`src/rtl/ev22_pkg.sv`:
```
// Shared EV22 definitions: opcodes, sequencer states, register select codes
// and instruction field positions.
package ev22_pkg;

    localparam logic [3:0] OP_NOP  = 4'd0;
    localparam logic [3:0] OP_ALU  = 4'd1;
    localparam logic [3:0] OP_LDK  = 4'd2;
    localparam logic [3:0] OP_JMP  = 4'd3;
    localparam logic [3:0] OP_JZ   = 4'd4;
    localparam logic [3:0] OP_JNZ  = 4'd5;
    localparam logic [3:0] OP_MRD  = 4'd6;
    localparam logic [3:0] OP_MWR  = 4'd7;
    localparam logic [3:0] OP_HALT = 4'd15;

    localparam logic [5:0] NOWR_SEL = 6'd63;
    localparam logic [5:0] W_SEL    = 6'd34;

    localparam int unsigned OP_MSB   = 31;
    localparam int unsigned OP_LSB   = 28;
    localparam int unsigned ALUC_MSB = 27;
    localparam int unsigned ALUC_LSB = 24;
    localparam int unsigned SELC_MSB = 23;
    localparam int unsigned SELC_LSB = 18;
    localparam int unsigned SELB_MSB = 17;
    localparam int unsigned SELB_LSB = 12;
    localparam int unsigned SELA_MSB = 11;
    localparam int unsigned SELA_LSB = 7;

    typedef enum logic [2:0] {
        ST_FETCH,
        ST_IMM,
        ST_EXEC,
        ST_MEM,
        ST_HALT
    } state_e;

endpackage

```
`src/rtl/ev22_instr_decode.sv`:
```
// Combinational EV22 instruction decoder: splits an instruction word into its
// fields and classifies the opcode.
module ev22_instr_decode
    import ev22_pkg::*;
(
    input  logic [31:7] ir_i,
    output logic [3:0]  op_o,
    output logic [3:0]  aluc_o,
    output logic [5:0]  sel_c_o,
    output logic [5:0]  sel_b_o,
    output logic [4:0]  sel_a_o,
    output logic        two_word_o,
    output logic        is_branch_o,
    output logic        is_mem_o,
    output logic        is_illegal_o
);

    always_comb begin
        op_o         = ir_i[OP_MSB:OP_LSB];
        aluc_o       = ir_i[ALUC_MSB:ALUC_LSB];
        sel_c_o      = ir_i[SELC_MSB:SELC_LSB];
        sel_b_o      = ir_i[SELB_MSB:SELB_LSB];
        sel_a_o      = ir_i[SELA_MSB:SELA_LSB];
        two_word_o   = (op_o == OP_LDK) || (op_o == OP_JMP) ||
                       (op_o == OP_JZ)  || (op_o == OP_JNZ);
        is_branch_o  = (op_o == OP_JMP) || (op_o == OP_JZ) || (op_o == OP_JNZ);
        is_mem_o     = (op_o == OP_MRD) || (op_o == OP_MWR);
        is_illegal_o = (op_o > OP_MWR) && (op_o != OP_HALT);
    end

endmodule

```
`src/rtl/ev22_sequencer.sv`:
```
// EV22 fetch/decode/execute sequencer: fetches instruction words, drives the
// register-bank selects, ALU control and memory strobes, and sequences jumps.
module ev22_sequencer
    import ev22_pkg::*;
#(
    parameter int unsigned PC_W     = 12,
    parameter logic [5:0]  NOWR_SEL = ev22_pkg::NOWR_SEL
) (
    input  logic            clk,
    input  logic            reset,
    output logic [PC_W-1:0] imem_addr,
    output logic            imem_rd,
    input  logic [31:0]     imem_data,
    input  logic            imem_ready,
    input  logic            dmem_ready,
    input  logic            alu_z,
    output logic [4:0]      sel_a,
    output logic [5:0]      sel_b,
    output logic [5:0]      sel_c,
    output logic [3:0]      aluc,
    output logic            kmux,
    output logic [15:0]     k_out,
    output logic            mr,
    output logic            mw,
    output logic            halted,
    output logic            illegal
);

    state_e          state_q, state_d;
    logic [PC_W-1:0] pc_q, pc_d;
    logic [31:7]     ir_q, ir_d;
    logic [15:0]     imm_q, imm_d;
    logic            z_q, z_d;

    logic            rd_q, rd_d;
    logic [4:0]      sel_a_q, sel_a_d;
    logic [5:0]      sel_b_q, sel_b_d;
    logic [5:0]      sel_c_q, sel_c_d;
    logic [3:0]      aluc_q, aluc_d;
    logic            kmux_q, kmux_d;
    logic [15:0]     k_q, k_d;
    logic            mr_q, mr_d;
    logic            mw_q, mw_d;
    logic            halted_q, halted_d;
    logic            illegal_q, illegal_d;

    logic [3:0]      dec_op, dec_aluc;
    logic [5:0]      dec_sel_c, dec_sel_b;
    logic [4:0]      dec_sel_a;
    logic            dec_two_word, dec_branch, dec_mem, dec_illegal;
    logic            taken;

    // The decoder looks at the next IR so the registered outputs line up with
    // the EXEC cycle; outside a fetch, ir_d simply equals ir_q.
    always_comb begin
        ir_d = ir_q;
        if (state_q == ST_FETCH && imem_ready) ir_d = imem_data[31:7];
    end

    ev22_instr_decode u_decode (
        .ir_i         (ir_d),
        .op_o         (dec_op),
        .aluc_o       (dec_aluc),
        .sel_c_o      (dec_sel_c),
        .sel_b_o      (dec_sel_b),
        .sel_a_o      (dec_sel_a),
        .two_word_o   (dec_two_word),
        .is_branch_o  (dec_branch),
        .is_mem_o     (dec_mem),
        .is_illegal_o (dec_illegal)
    );

    always_comb begin
        state_d = state_q;
        pc_d    = pc_q;
        imm_d   = imm_q;
        z_d     = z_q;
        taken   = (dec_op == OP_JMP) || (dec_op == OP_JZ && z_q) ||
                  (dec_op == OP_JNZ && !z_q);
        unique case (state_q)
            ST_FETCH: begin
                if (imem_ready) begin
                    pc_d    = pc_q + PC_W'(1);
                    state_d = dec_two_word ? ST_IMM : ST_EXEC;
                end
            end
            ST_IMM: begin
                if (imem_ready) begin
                    imm_d   = imem_data[15:0];
                    pc_d    = pc_q + PC_W'(1);
                    state_d = ST_EXEC;
                end
            end
            ST_EXEC: begin
                state_d = ST_FETCH;
                if (dec_op == OP_ALU || dec_op == OP_LDK) z_d = alu_z;
                if (dec_branch && taken) pc_d = imm_q[PC_W-1:0];
                if (dec_mem) state_d = ST_MEM;
                if (dec_op == OP_HALT) state_d = ST_HALT;
            end
            ST_MEM: begin
                if (dmem_ready) state_d = ST_FETCH;
            end
            ST_HALT: state_d = ST_HALT;
            default: state_d = ST_FETCH;
        endcase
    end

    always_comb begin
        rd_d      = (state_d == ST_FETCH) || (state_d == ST_IMM);
        sel_a_d   = '0;
        sel_b_d   = '0;
        sel_c_d   = NOWR_SEL;
        aluc_d    = '0;
        kmux_d    = 1'b0;
        k_d       = '0;
        mr_d      = 1'b0;
        mw_d      = 1'b0;
        halted_d  = 1'b0;
        illegal_d = 1'b0;
        unique case (state_d)
            ST_EXEC: begin
                illegal_d = dec_illegal;
                if (dec_op == OP_ALU || dec_op == OP_LDK) begin
                    sel_a_d = dec_sel_a;
                    sel_b_d = dec_sel_b;
                    sel_c_d = dec_sel_c;
                    aluc_d  = dec_aluc;
                end
                if (dec_op == OP_LDK) begin
                    kmux_d = 1'b1;
                    k_d    = imm_d;
                end
            end
            ST_MEM: begin
                mr_d = (dec_op == OP_MRD);
                mw_d = (dec_op == OP_MWR);
            end
            ST_HALT: halted_d = 1'b1;
            default: ;
        endcase
    end

    always_ff @(posedge clk or posedge reset) begin
        if (reset) begin
            state_q   <= ST_FETCH;
            pc_q      <= '0;
            ir_q      <= '0;
            imm_q     <= '0;
            z_q       <= 1'b0;
            rd_q      <= 1'b1;
            sel_a_q   <= '0;
            sel_b_q   <= '0;
            sel_c_q   <= NOWR_SEL;
            aluc_q    <= '0;
            kmux_q    <= 1'b0;
            k_q       <= '0;
            mr_q      <= 1'b0;
            mw_q      <= 1'b0;
            halted_q  <= 1'b0;
            illegal_q <= 1'b0;
        end else begin
            state_q   <= state_d;
            pc_q      <= pc_d;
            ir_q      <= ir_d;
            imm_q     <= imm_d;
            z_q       <= z_d;
            rd_q      <= rd_d;
            sel_a_q   <= sel_a_d;
            sel_b_q   <= sel_b_d;
            sel_c_q   <= sel_c_d;
            aluc_q    <= aluc_d;
            kmux_q    <= kmux_d;
            k_q       <= k_d;
            mr_q      <= mr_d;
            mw_q      <= mw_d;
            halted_q  <= halted_d;
            illegal_q <= illegal_d;
        end
    end

    assign imem_addr = pc_q;
    assign imem_rd   = rd_q;
    assign sel_a     = sel_a_q;
    assign sel_b     = sel_b_q;
    assign sel_c     = sel_c_q;
    assign aluc      = aluc_q;
    assign kmux      = kmux_q;
    assign k_out     = k_q;
    assign mr        = mr_q;
    assign mw        = mw_q;
    assign halted    = halted_q;
    assign illegal   = illegal_q;

endmodule

```
`config.mk`:
```
export PLATFORM = sky130hd
export DESIGN_NAME = ev22_sequencer
export DESIGN_NICKNAME = d
export VERILOG_FILES = /design/src/rtl/ev22_pkg.sv /design/src/rtl/ev22_instr_decode.sv /design/src/rtl/ev22_sequencer.sv
export SDC_FILE = /design/constraint.sdc
export NUM_CORES = 1
export LEC_CHECK = 0
export ABC_AREA = 1
export CAP_MARGIN = 20
export CORE_MARGIN = 2
export CORE_UTILIZATION = 46
export CTS_CLUSTER_SIZE = 8
export DETAILED_ROUTE_END_ITERATION = 12
export PLACE_DENSITY_LB_ADDON = 0.3
export SKIP_LAST_GASP = 1
export SLEW_MARGIN = 10
export SYNTH_ARGS = -nofsm -noshare
export SYNTH_HDL_FRONTEND = slang
export SYNTH_SLANG_ARGS = --single-unit
```
`constraint.sdc`:
```
create_clock -name clk -period 3.1 [get_ports clk]
set_input_delay 0.62 -clock clk [delete_from_list [all_inputs] [get_ports clk]]
set_output_delay 0.62 -clock clk [all_outputs]
set_load 0.005 [all_outputs]
```
==> impl_metrics.yaml <==
outcome:
  status: "complete, no violations"
logic_synthesis:
  synth_top_area_cell: "dfrtp_1"
  ys_top_cells_by_area: "dfrtp_1 54%, nand2_1 15%, dfstp_2 4.3%"
  synth-main-ff-cell: "dfrtp_1"
  ys.warnings.count: 0
  synth.distinct_cells: 34
  synth-seq-cells: 100
  synth_most_common_cell: "nand2_1"
  synth.top_cell.area_share_pct: 54.20
  synth.net_count: 520
  synthCells: 482
  synthTopCellsByCount: "172 x nand2_1, 93 x dfrtp_1, 48 x inv_1"
  syn_avg_cell_area_um2: 8.909
  synth_edf_count: 0
  synth_seq_area_share_pct: 58.48
  syn_area_mm2: 0.004294
  async_flop_share_pct: 100.0
sta:
  rsz0062_at_grt: "false"
  fin_worst_skew_ns: 0.007335
  post-route-min-period_ns: 2.459
  finalHoldViolCount: 0
  whs_ns: 0.4792
  finalCritPeriodShare_pct: 79.32
  fmax_mhz: 406.7
  slew_headroom_pct: 53.01
  tns_ns: 0
  slew_violations: 0
  report.final.setup_viol: 0
  worstMarginPinSlew_ns: 0.7033
routing:
  drtIter0Drc: 188
  vias_per_cell: 5.013
  routedWlPerCell_um: 13.96
  drtAntennaViolNets: 0
  drc: 0
  vias: 3479
  drt-total-wl_um: 9689
  first_pass_iters: 5
clock_tree:
  clock_latency_ns: 0.35
  clk_path_buf_depth: 2
  cts_max_level: 3
  cts_resized: 0
  path_clk_slew_ns: 0.10
  cts_tree: "done"
  root_buffer: "clkbuf_8"
  post_cts_buffers: 0
  hold_buffers: 0
  cts_buffers: 9
  cts.sinks: 100
place:
  place_area_mm2: 0.005351
  port_buffers: 91
  place_congestion: 0.8593
  dp_hpwl_um: 6815
worst_setup_path:
  critPathArrivalTime_ns: 2.74
  cpMostUsedCell: "nor2_1"
  worstPathMaxFanout: 14
  reg2reg_to: "k_out[1]"
  rr_startpoint: "state_q[1]"
  max_stage_delay_ns: 0.67
  cp-start-kind: "input port"
  endpoint_kind: "register"
  critPathKind: "in2reg"
  r2r_cells: 10
  ff2ff_setup_slack_ns: 0.80
  path_cells: "clkdlybuf4s50_1 > nand4_1 > nand2_2 > nor2_1 > nand2_1 > nand3_2 > a21oi_4 > nand3_4 > nor2_1"
  cpMaxStageDelayCell: "clkdlybuf4s50_1"
  required_ns: 3.38
floorplanning:
  die_w_um: 100.6
  start_util_pct: 46.92
  fp.dieArea_mm2: 0.01012
  num_rows: 35
  coreArea_mm2: 0.009153
  io_pins: 92
  die_h_um: 100.6
cells_and_area:
  multi_input_area_mm2: 0.001508
  seq_area_mm2: 0.002511
  num-fill-cells: 801
  drive_above_1_share_pct: 12.52
  syn_to_final_growth_pct: 28.58
  final_area_mm2: 0.005522
  antenna_cells: 0
  post-route-util_pct: 60.33
  nNetsFinal: 616
pwr:
  powerDensity_mw_per_mm2: 386.5
  power.leakage_nw: 2.611
  ir_worst_vdd_mv: 0.2295
hold_path:
  hold_depth: 2
  worstHoldStart: "imm_q[12]"
  hp-class: "reg2reg"
  worstHoldEndpoint: "imm_q[12]"
global_routing:
  grt_max_degree: 45
  grt_pass1_wl_um: 15910
  antenna_found_initial: 0
  gr-usage-all-layers_pct: 20.15
  gr-total-overflow: 0
  grt_pass1_vias: 3297
job:
  drv_cap: 0
-- report_power, final --
group	switching, W	leakage, nW	internal, W
sequential	0	1.33	0.00130
clock	0.000451	0.0839	0.000298
combinational	0.0000376	1.20	0.0000443
total	0.000488	2.61	0.00165
-- metrics by stage --
stage                     total power (W)  cells  setup slack (ns)
final                            0.002134    694            0.6411
after global placement           0.001412    678            0.3934
after floorplan                  0.001351    482             1.051
after global routing             0.002216    694            0.4906
after CTS                        0.002147    694            0.6442
after detailed placement         0.001413    678            0.2664
-- cell type report --
type / count / share of cell area, %
well taps: 111 / 2.515
clock buffers: 11 / 2.379
repair buffers: 101 / 18.08
flip-flops and latches: 100 / 45.48
inverters: 51 / 3.535
clock inverters: 5 / 0.7025
multi-input cells: 315 / 27.31
-- cell usage in the layout, fill, tap and decap left out --
| cell type | count |
|---|---|
| nand2_4 | 2 |
| nand3_1 | 24 |
| o21ai_1 | 1 |
| clkinv_4 | 2 |
| buf_12 | 1 |
| a21oi_4 | 1 |
| clkdlybuf4s50_1 | 91 |
| inv_6 | 1 |
| clkbuf_8 | 9 |
| nand4_2 | 1 |
| inv_2 | 3 |
| nand4_1 | 14 |
| nor2_1 | 30 |
| nand2_1 | 172 |
| nor2_2 | 19 |
| a21oi_1 | 1 |
| nor2_4 | 1 |
| o31ai_2 | 1 |
| clkbuf_1 | 2 |
| dfrtp_1 | 93 |
| o21a_1 | 3 |
| nand2_2 | 5 |
| or2_2 | 3 |
| xnor2_1 | 1 |
| xor2_1 | 4 |
| clkinv_2 | 1 |
| dfstp_2 | 7 |
| o31ai_1 | 3 |
| nor4_1 | 3 |
| nor3_2 | 1 |
| ha_1 | 1 |
| o21ai_0 | 16 |
| and2_1 | 2 |
| buf_4 | 9 |
| nor3_1 | 2 |
| clkinvlp_4 | 2 |
| inv_1 | 47 |
| nand3_2 | 2 |
| nand3_4 | 2 |
-- sequential cells by signal, indices dropped and copies added (netlist names), 3 cells and up --
register / flops
state_q: 3
aluc: 4
imem_addr: 12
sel_c: 6
sel_b: 6
ir_q: 25
k_out: 16
sel_a: 5
imm_q: 16
-- cell families after synthesis --
family	count (synthesis)	synth area share [%]
flip-flops	100	58.48
AO/OA/AOI/OAI	26	3.817
XOR/XNOR	5	1.020
adder cells (fa/ha/maj)	1	0.2913
AND/OR/NAND/NOR	283	29.98
buffers and inverters	67	6.410
-- per-layer routing --
metal / share of wire [%] / vias to the layer above / GRT usage [%]
met4: 1.3 / 0 / 6.849
met2: 48 / 103 / 32.31
met3: 5.5 / 14 / 3.883
met1: 45 / 1677 / 27.66
li1: - / 1685 / -
met5: 0 / - / 0
-- worst max-delay path by stage --
stage,startpoint,slack [ns],to
after CTS,imem_ready,0.64,k_out[15]
final,imem_ready,0.64,k_out[1]
after global placement,imem_ready,0.39,k_out[2]
after detailed placement,imem_ready,0.27,k_out[1]
after floorplan,imem_ready,1.05,k_out[3]
after global routing,imem_ready,0.49,k_out[2]
-- critical path, delay by kind of cell --
| kind | cells | cell delay, ns |
|---|---|---|
| and+or+nand+nor | 7 | 1.13 |
| buffers and inverters | 1 | 0.67 |
| AOI/OAI and AO/OA | 1 | 0.32 |
No activity file was read; power rests on OpenSTA's default activity.
